==> config.mk <==
export PLATFORM = sky130hd
export DESIGN_NAME = alu_arbiter
export DESIGN_NICKNAME = d
export VERILOG_FILES = /design/src/rtl/alu_arbiter.sv
export SDC_FILE = /design/constraint.sdc
export NUM_CORES = 1
export LEC_CHECK = 0
export CAP_MARGIN = 10
export CORE_AREA = 2 2 68 70
export CTS_CLUSTER_SIZE = 10
export DETAILED_ROUTE_END_ITERATION = 7
export DIE_AREA = 0 0 70 72
export GPL_TIMING_DRIVEN = 0
export PLACE_DENSITY = 0.82
export SETUP_SLACK_MARGIN = 0.02
export SYNTH_ARGS = -nofsm -noshare
export SYNTH_HDL_FRONTEND = slang
export SYNTH_SLANG_ARGS = --single-unit
==> constraint.sdc <==
create_clock -name clk -period 3.93 [get_ports clk]
set_input_delay 0.5895 -clock clk [delete_from_list [all_inputs] [get_ports clk]]
set_output_delay 0.5895 -clock clk [all_outputs]
set_load 0.02 [all_outputs]
==> src/rtl/alu_arbiter.sv <==
// Two-requester arbiter in front of a shared external arithmetic unit (IDLE -> EXEC -> RESP).
// Define ALU_ARB_RR_EN for round-robin arbitration; otherwise requester 0 has fixed priority.
module alu_arbiter #(
  parameter int N = 8
) (
  input  logic           clk,
  input  logic           rst,
  input  logic [1:0]     req_valid,
  output logic [1:0]     req_ready,
  input  logic [2*N-1:0] req_a,
  input  logic [2*N-1:0] req_b,
  input  logic [3:0]     req_op,
  output logic [1:0]     rsp_valid,
  input  logic [1:0]     rsp_ready,
  output logic [N-1:0]   rsp_result,
  output logic           rsp_carry,
  output logic           rsp_neg,
  output logic [N-1:0]   alu_a,
  output logic [N-1:0]   alu_b,
  output logic           alu_s,
  input  logic [N-1:0]   alu_d0,
  input  logic [N-1:0]   alu_d1,
  input  logic [N-1:0]   alu_d2,
  input  logic [N-1:0]   alu_d3,
  input  logic           alu_carry,
  input  logic           alu_msb,
  output logic           busy
);

  localparam logic [1:0] IDLE = 2'd0;
  localparam logic [1:0] EXEC = 2'd1;
  localparam logic [1:0] RESP = 2'd2;

  logic [1:0]   state_reg, state_next;
  logic [N-1:0] a_reg, b_reg;
  logic [1:0]   op_reg;
  logic         grant_reg;
  logic [N-1:0] result_reg, result_next;
  logic         carry_reg, carry_next;
  logic         neg_reg, neg_next;
  logic         grant_idx;
  logic         accept;
  logic         rsp_done;

  logic [N-1:0] a_lane  [2];
  logic [N-1:0] b_lane  [2];
  logic [1:0]   op_lane [2];

  generate
    for (genvar gi = 0; gi < 2; gi++) begin : g_lane
      assign a_lane[gi]  = req_a[gi*N +: N];
      assign b_lane[gi]  = req_b[gi*N +: N];
      assign op_lane[gi] = req_op[2*gi +: 2];
    end
  endgenerate

`ifdef ALU_ARB_RR_EN
  logic last_grant_reg;

  always_ff @(posedge clk) begin
    if (!rst) begin
      last_grant_reg <= 1'b1;
    end else if (accept) begin
      last_grant_reg <= grant_idx;
    end
  end
`endif

  always_comb begin
    grant_idx = 1'b0;
    if (req_valid == 2'b10) begin
      grant_idx = 1'b1;
    end else if (req_valid == 2'b11) begin
`ifdef ALU_ARB_RR_EN
      grant_idx = ~last_grant_reg;
`else
      grant_idx = 1'b0;
`endif
    end
  end

  // Ready is also gated by reset so nothing is offered while reset is held.
  assign req_ready = (rst && state_reg == IDLE && req_valid != 2'b00) ?
                     {grant_idx, ~grant_idx} : 2'b00;
  assign accept    = |(req_valid & req_ready);
  assign rsp_valid = (state_reg == RESP) ? {grant_reg, ~grant_reg} : 2'b00;
  assign rsp_done  = |(rsp_valid & rsp_ready);

  always_comb begin
    result_next = alu_d3;
    carry_next  = 1'b0;
    neg_next    = 1'b0;
    case (op_reg)
      2'b00: begin result_next = alu_d0; carry_next = alu_carry; neg_next = alu_msb; end
      2'b01: begin result_next = alu_d1; carry_next = alu_carry; neg_next = alu_msb; end
      2'b10: begin result_next = alu_d2; carry_next = alu_carry; end
      default: ;
    endcase
  end

  always_comb begin
    state_next = state_reg;
    case (state_reg)
      IDLE:    if (accept) state_next = EXEC;
      EXEC:    state_next = RESP;
      RESP:    if (rsp_done) state_next = IDLE;
      default: state_next = IDLE;
    endcase
  end

  always_ff @(posedge clk) begin
    if (!rst) begin
      state_reg  <= IDLE;
      a_reg      <= '0;
      b_reg      <= '0;
      op_reg     <= 2'b00;
      grant_reg  <= 1'b0;
      result_reg <= '0;
      carry_reg  <= 1'b0;
      neg_reg    <= 1'b0;
    end else begin
      state_reg <= state_next;
      if (accept) begin
        a_reg     <= a_lane[grant_idx];
        b_reg     <= b_lane[grant_idx];
        op_reg    <= op_lane[grant_idx];
        grant_reg <= grant_idx;
      end
      if (state_reg == EXEC) begin
        result_reg <= result_next;
        carry_reg  <= carry_next;
        neg_reg    <= neg_next;
      end
    end
  end

  assign alu_a      = a_reg;
  assign alu_b      = b_reg;
  assign alu_s      = (state_reg == EXEC) && (op_reg == 2'b01);
  assign rsp_result = result_reg;
  assign rsp_carry  = carry_reg;
  assign rsp_neg    = neg_reg;
  assign busy       = (state_reg != IDLE);

endmodule

* Yosys cells after proc, flatten, opt, wreduce, memory -nomap -nowiden
Cells that the tools add are included.
Storage, ports and cells: flip-flop bits (word level) 31, input bits 76, output and inout bits 32
Operators by class: magnitude comparators 1, eq/ne operators 7, multiplexer cells 18, bitwise logic cells 5, reduce and logical (&&, ||, !) cells 12
Operators with widths (number):
- $mux 8 | 6
- $pmux 8 s3 | 1
- $mux 2 | 7
- $eq 2x2->1 const B | 3
- $pmux 2 s3 | 1
- $reduce_or 2->1 | 3
- $and 2x2->2 | 2
- $eq 2x1->1 const B | 2
- $logic_not 2->1 | 2
- $ne 2x2->1 const B | 2
- $reduce_bool 2->1 | 2
- $logic_and 1x1->1 | 3
- $mux 1 | 3
- $reduce_or 3->1 | 1
- $ge 2x2->1 const B | 1
- $not 1->1 | 2
- $not 1->2 | 1
- $reduce_and 2->1 | 1

* Longest topological paths before layout
Gate-level depths: netlist of the first run.
depth after elaboration 8, depth in mapped cells 6, depth with buffers taken out 3

* Worst setup path before layout of the first run
Ideal clock, no wire load.
kind input-to-output, start point in req_valid[1], end point out req_ready[1], data arrival time 1425 ps, data required time 3340 ps, setup slack 1916 ps, stages 4, buffers on the path 2, cells stage by stage nor2b_1 -> clkbuf_1 -> buf_2 -> and2_1
On the way: word-level cells in the longest chain between the ends 3
Ends and longest elaborated chain:
- start: declaration | RTL line 8 | input logic [1:0] req_valid,
- $eq 2x2->1 or $reduce_bool 2->1 (tied branches) | RTL line 71, 83
- $mux 1 or $logic_and 1x1->1 (tied branches) | RTL line 71, 83
- $mux 2 (*) | RTL line 83 | assign req_ready = (rst && state_reg == IDLE && req_valid != 2'b00) ?
- end: declaration | RTL line 9 | output logic [1:0] req_ready,
Every way passes the cells marked *; elsewhere a longest branch is shown, timed or not.

* Final worst setup path of the first run
Same ends and word-level chain as after synthesis.

==> flow_metrics.py, run 1 <==
metrics = {
    "status": {
        "outcome": "completed",
    },
    "critical_path": {
        "r2r.worst_path.cells": 4,
        "crit_chain": "clkdlybuf4s50_1 > nor2b_1 > clkbuf_1 > buf_2 > and2_1 > clkdlybuf4s50_1",
        "cp_top_family": "buffers and inverters",
        "path_buf_inv": 4,
        "worst_path_most_repeated_cell": "clkdlybuf4s50_1",
        "cp_num_cells": 6,
        "slowest_stage": "clkdlybuf4s50_1",
        "critPathMaxFanout": 10,
        "cp.required_ns": 3.34,
        "cp-end-kind": "output pin",
        "critPathMaxStageDelay_ns": 0.62,
        "cp.arrival_ns": 2.66,
        "critPathLaunchType": "input pin",
        "worstSetupPathType": "in -> out",
    },
    "routing": {
        "routed_wl_um": 4650,
        "wire_per_inst_um": 14.2,
        "ant_nets": 0,
        "drt-initial-drc-count": 61,
        "vias": 1686,
        "drt_pass1_iterations": 4,
        "drc": 0,
        "vias_per_cell": 5.14,
    },
    "sta": {
        "fin_hold_ws_ns": 0.450,
        "setup_viol": 0,
        "relSlewSlack_pct": 61.2,
        "worst_pin_slew_ns": 0.580,
        "rsz0062_at_grt": "no",
        "drv_slew": 0,
        "clock_skew_ns": 0.00163,
        "fin_crit_ns": 3.25,
        "fmax_ghz": 0.308,
        "worst_slack_ns": 0.684,
        "final_hold_viol_count": 0,
        "fin_setup_tns_ns": 0,
        "fin_crit_sh_pct": 82.6,
    },
    "power": {
        "swShare_pct": 26.1,
        "p_switching_uw": 229,
        "power.leakage_nw": 0.955,
        "internal_power_uw": 651,
        "seqPwrFrac_pct": 39.5,
        "total_power_uw": 880,
        "p_comb_share_pct": 30.2,
        "p_per_area_nw_per_um2": 318,
        "ir_worst_vdd_mv": 0.219,
        "pwr-share-clk_pct": 30.2,
    },
    "yosys": {
        "syn-num-nets": 237,
        "yosysWarnings": 0,
        "synthArstFlopShare_pct": 0,
        "ys_types": 29,
        "ys_ff_latch": 31,
        "synth_edf_count": 0,
        "ys_seq_area_share_pct": 40.4,
        "synthFlopType": "dfxtp_1",
        "syn_area_um2": 1540,
        "syn_area_per_cell_um2": 9.54,
        "synthCells": 161,
    },
    "die": {
        "num_rows": 24,
        "core_um2": 4260,
        "die_h_um": 72,
        "die-area_um2": 5040,
        "die_w_um": 70,
        "start_util_pct": 36.0,
        "io_pins": 108,
    },
    "layout": {
        "drive_above_1_share_pct": 10.9,
        "postLayoutCoreUtil_pct": 65.0,
        "stdcell_count": 328,
        "diodes": 0,
        "nNetsFinal": 351,
        "finalInstanceArea_um2": 2770,
        "regArea_um2": 621,
        "multi_input_area_um2": 796,
        "fill_cells": 375,
        "area.growth.synth_to_final_pct": 80.5,
    },
    "clock_tree": {
        "cts_setup_buffers": 0,
        "cts.sinks": 31,
        "clock_latency_ns": 0.27,
        "cts.repair.resized": 0,
        "cts_made_buffers": 5,
        "clkTransAtPathRegs_ns": 0.06,
        "cts_tree": "done",
        "cts-root-buf": "clkbuf_8",
        "holdBufCountCts": 0,
        "htree_levels": 2,
        "clk_path_buf_depth": 2,
    },
    "place": {
        "dpl_cell_area_um2": 2670,
        "portBuffers": 107,
        "dp_slack_ns": 0.703,
        "hpwl_um": 3580,
        "dp.cells": 320,
        "gp_congestion": 0.742,
    },
    "global_routing": {
        "grtUsageTotal_pct": 18.7,
        "grt_pass1_vias": 1614,
        "grt_busiest_layer": "met2",
        "antenna_found_initial": 0,
        "grt_use_met3_pct": 5.00,
        "use_met1_pct": 22.9,
        "grt_max_degree": 11,
        "grt_pass1_wl_um": 7600,
        "grt_use_met2_pct": 32.6,
        "gr-total-overflow": 0,
    },
    "worst_hold_path": {
        "worstHoldPathType": "reg -> reg",
        "hold_depth": 2,
    },
    "run": {
        "max_cap_violations": 0,
    },
}
[layer usage]
metal | part of all wire, % | routed length, um
met3 | 7.5 | 349
met1 | 43 | 2010
met2 | 48 | 2250
met5 | 0 | 0
met4 | 0.88 | 41
[placed cells by master, fill, tap and decap left out, types with 2 or more instances in the layout]
cell type,n
a21oi_1,30
a32oi_1,18
buf_4,5
buf_6,2
clkbuf_1,7
clkbuf_8,7
clkdlybuf4s50_1,107
dfxtp_1,31
inv_1,2
mux4_2,8
nand2_1,19
nand3b_1,2
nor2_1,3
nor2b_1,2
nor3b_1,2
o21ai_0,9
o21ai_1,8
[worst min-delay path, cell delays in order, from the launching register on]
cell and delay (ns):
dfxtp_1 0.30, nand2_1 0.05, a21oi_1 0.05
[logic make-up after synthesis]
logic type             after synthesis  share of synthesized area, %
AO/OA/AOI/OAI                       67                          26.7
buffers and inverters               19                          7.74
flip-flops                          31                          40.4
multiplexers                         9                          12.4
AND/OR/NAND/NOR                     35                          12.8
[power by group through the flow]
stage          Combinational [mW]  Sequential (mW)  Clock, mW
5_1_grt                     0.286            0.351      0.291
3_3_place_gp                0.265            0.354          0
6_report                    0.266            0.348      0.266
4_1_cts                     0.268            0.348      0.275
3_5_place_dp                0.267            0.355          0
2_1_floorplan               0.104            0.377          0
[Yosys cell counts (2+ instances only)]
master,count,share of area (%)
nand3b_1,2,0.98
nor2b_1,2,0.81
buf_4,5,2.4
nand2_1,19,4.6
o21ai_0,9,2.9
inv_1,2,0.49
dfxtp_1,31,40
clkbuf_1,6,1.5
o21ai_1,8,2.6
mux4_2,8,12
nor2_1,3,0.73
a21oi_1,30,9.8
nor3b_1,2,0.98
a32oi_1,18,10
buf_6,2,1.5
[path summary, 6_finish.rpt]
check                             startpoint             to  slack (ns)
worst max-delay path            req_valid[1]   req_ready[1]        0.68
worst min-delay path                 rsp_neg        rsp_neg        0.45
worst max register to register     op_reg[1]  rsp_result[5]        2.44
worst min register to register       rsp_neg        rsp_neg        0.45
[area by class of cell]
cell class / count / area share [%]
Buffer: 17 / 4.02
Clock buffer: 8 / 3.61
Inverter: 2 / 0.271
Multi-Input combinational cell: 111 / 28.7
Sequential cell: 31 / 22.4
Tap cell: 52 / 2.35
Timing Repair Buffer: 107 / 38.6
No activity file was read; power rests on OpenSTA's default activity.
==> run 2, diff against run 1 <==
--- a/config.mk
+++ b/config.mk
@@ -6,12 +6,12 @@
 export NUM_CORES = 1
 export LEC_CHECK = 0
 export CAP_MARGIN = 10
-export CORE_AREA = 2 2 68 70
+export CORE_AREA = 2 2 74 76
 export CTS_CLUSTER_SIZE = 10
 export DETAILED_ROUTE_END_ITERATION = 7
-export DIE_AREA = 0 0 70 72
+export DIE_AREA = 0 0 76 78
 export GPL_TIMING_DRIVEN = 0
-export PLACE_DENSITY = 0.82
+export PLACE_DENSITY = 0.74
 export SETUP_SLACK_MARGIN = 0.02
 export SYNTH_ARGS = -nofsm -noshare
 export SYNTH_HDL_FRONTEND = slang
==> constraint.sdc (replaced) <==
create_clock -name clk -period 2.7 [get_ports clk]
set_input_delay 0.405 -clock clk [delete_from_list [all_inputs] [get_ports clk]]
set_output_delay 0.405 -clock clk [all_outputs]
set_load 0.02 [all_outputs]
==> run 2 against run 1 <==
- register-to-register slack worse by 1.3 ns
- core utilization is 9.3 points lower
- setup slack got worse by 0.59 ns
- critical path type unchanged
==> flow_metrics.py, run 2 (synthesized netlist as in run 1, its figures left out) <==
metrics = {
    "status": {
        "outcome": "completed",
    },
    "layout": {
        "area.growth.synth_to_final_pct": 82.9,
        "diodes": 0,
        "fill_cells": 481,
        "drive_above_1_share_pct": 11.6,
        "final_cell_mix": "107 x clkdlybuf4s50_1, 31 x dfxtp_1, 30 x a21oi_1",
        "nNetsFinal": 352,
        "postLayoutCoreUtil_pct": 55.7,
        "final_common_cell": "clkdlybuf4s50_1",
    },
    "clock_tree": {
        "cts.sinks": 31,
        "clk_path_buf_depth": 2,
        "cts-root-buf": "clkbuf_8",
        "cts_made_buffers": 5,
        "clkTransAtPathRegs_ns": 0.06,
        "htree_levels": 2,
        "cts_tree": "done",
        "clock_latency_ns": 0.27,
    },
    "die": {
        "die_h_um": 78,
        "die-area_um2": 5930,
        "io_pins": 108,
        "die_w_um": 76,
        "start_util_pct": 30.4,
        "core_um2": 5040,
        "num_rows": 26,
    },
    "sta": {
        "worst_pin_slew_ns": 0.596,
        "rsz0062_at_grt": "no",
        "clock_skew_ns": 0.00359,
        "fmax_ghz": 0.383,
        "drv_slew": 0,
        "final_hold_viol_count": 0,
        "setup_viol": 0,
        "fin_crit_sh_pct": 96.6,
        "fin_crit_ns": 2.61,
        "relSlewSlack_pct": 60.1,
    },
    "critical_path": {
        "cp_top_family": "buffers and inverters",
        "critPathMaxStageDelay_ns": 0.60,
        "path_buf_inv": 4,
        "cp.required_ns": 2.30,
        "worstSetupPathType": "in -> out",
        "cp-end-kind": "output pin",
        "worst_path_most_repeated_cell": "clkdlybuf4s50_1",
        "r2r_setup_slack_ns": 1.19,
        "crit_chain": "clkdlybuf4s50_1 > nor2b_1 > clkbuf_4 > buf_4 > and2_1 > clkdlybuf4s50_1",
        "cp.arrival_ns": 2.20,
        "critPathMaxFanout": 10,
        "r2r_end": "rsp_result[4]",
        "slowest_stage": "clkdlybuf4s50_1",
        "timing.rr.start": "op_reg[1]",
        "critPathLaunchType": "input pin",
        "r2r.worst_path.cells": 4,
    },
    "global_routing": {
        "antenna_found_initial": 0,
        "use_met1_pct": 20.6,
        "grtUsageTotal_pct": 17.1,
        "grt_pass1_vias": 1711,
        "grt_use_met3_pct": 6.51,
        "grt_use_met2_pct": 29.7,
        "grt_max_degree": 11,
        "grt_pass1_wl_um": 8260,
        "gr-total-overflow": 0,
        "grt_busiest_layer": "met2",
    },
    "routing": {
        "drt-initial-drc-count": 66,
        "vias": 1706,
        "routed_wl_um": 4990,
        "ant_nets": 0,
        "drc": 0,
        "vias_per_cell": 4.92,
        "drt_pass1_iterations": 4,
        "wire_per_inst_um": 14.4,
    },
    "worst_hold_path": {
        "worstHoldPathType": "reg -> reg",
        "hp-start": "rsp_carry",
        "hold_depth": 2,
        "hold_path_end": "rsp_carry",
    },
    "place": {
        "hpwl_um": 3710,
        "gp_congestion": 0.719,
        "portBuffers": 107,
    },
    "power": {
        "ir_worst_vdd_mv": 0.220,
        "p_per_area_nw_per_um2": 460,
        "total_power_mw": 1.29,
        "power.leakage_nw": 0.963,
    },
    "run": {
        "max_cap_violations": 0,
    },
}
==> run 2: worst max-delay path by stage <==
stage,to,cells after the start,from,slack [ns]
2_1_floorplan,alu_s,4,state_reg[0],0.89
3_3_place_gp,req_ready[1],6,req_valid[1],-0.18
3_5_place_dp,req_ready[1],6,req_valid[1],-0.18
4_1_cts,req_ready[1],6,req_valid[1],0.05
5_1_grt,req_ready[1],6,req_valid[1],0.02
6_report,req_ready[1],6,req_valid[1],0.09
==> run 2: area by class of cell <==
cell class | count | area [um2] | area share (%)
repair buffers | 108 | 1080 | 38.4
multi-input cells | 111 | 796 | 28.3
flip-flops and latches | 31 | 621 | 22.1
plain buffers | 17 | 118 | 4.19
clock buffers | 8 | 100 | 3.57
well taps | 70 | 87.6 | 3.12
inverters | 2 | 7.51 | 0.267
==> run 2: power by group <==
part           internal [mW]  switching, mW  total (mW)
logic                  0.227          0.167       0.394
clock network          0.232          0.159       0.392
registers              0.491         0.0161       0.507
total                  0.950          0.343        1.29
==> run 2: worst min-delay path, stage by stage (launching register included) <==
cell     delay (ns)
dfxtp_1        0.31
nand2_1        0.05
a21oi_1        0.05
==> run 2: timing repair <==
action	4_1_cts	5_1_grt
hold buffers	0	0
setup buffers	1	0
gates resized for setup	2	2
endpoints found under the hold margin	0	0
endpoints found under the setup margin	1	1
pin swaps	0	0
cloned	0	0
==> run 2: routing by layer <==
metal  vias up  share of wire, %
met5         -                 0
li1        836                 -
met1       786                41
met4         0              0.28
met2        82                50
met3         2               8.9
==> run 2: metrics by stage <==
| step | hold WS, ns | cell area (um2) | setup TNS, ns | cells | setup WS [ns] |
|---|---|---|---|---|---|
| floorplan | 0.502 | 1540 | 0 | 161 | 0.889 |
| global placement | 0.440 | 2690 | -0.184 | 338 | -0.184 |
| detailed placement | 0.444 | 2690 | -0.180 | 338 | -0.180 |
| CTS | 0.453 | 2810 | 0 | 347 | 0.0470 |
| global route | 0.476 | 2810 | 0 | 347 | 0.0207 |
| finish | 0.451 | 2810 | 0 | 347 | 0.0922 |
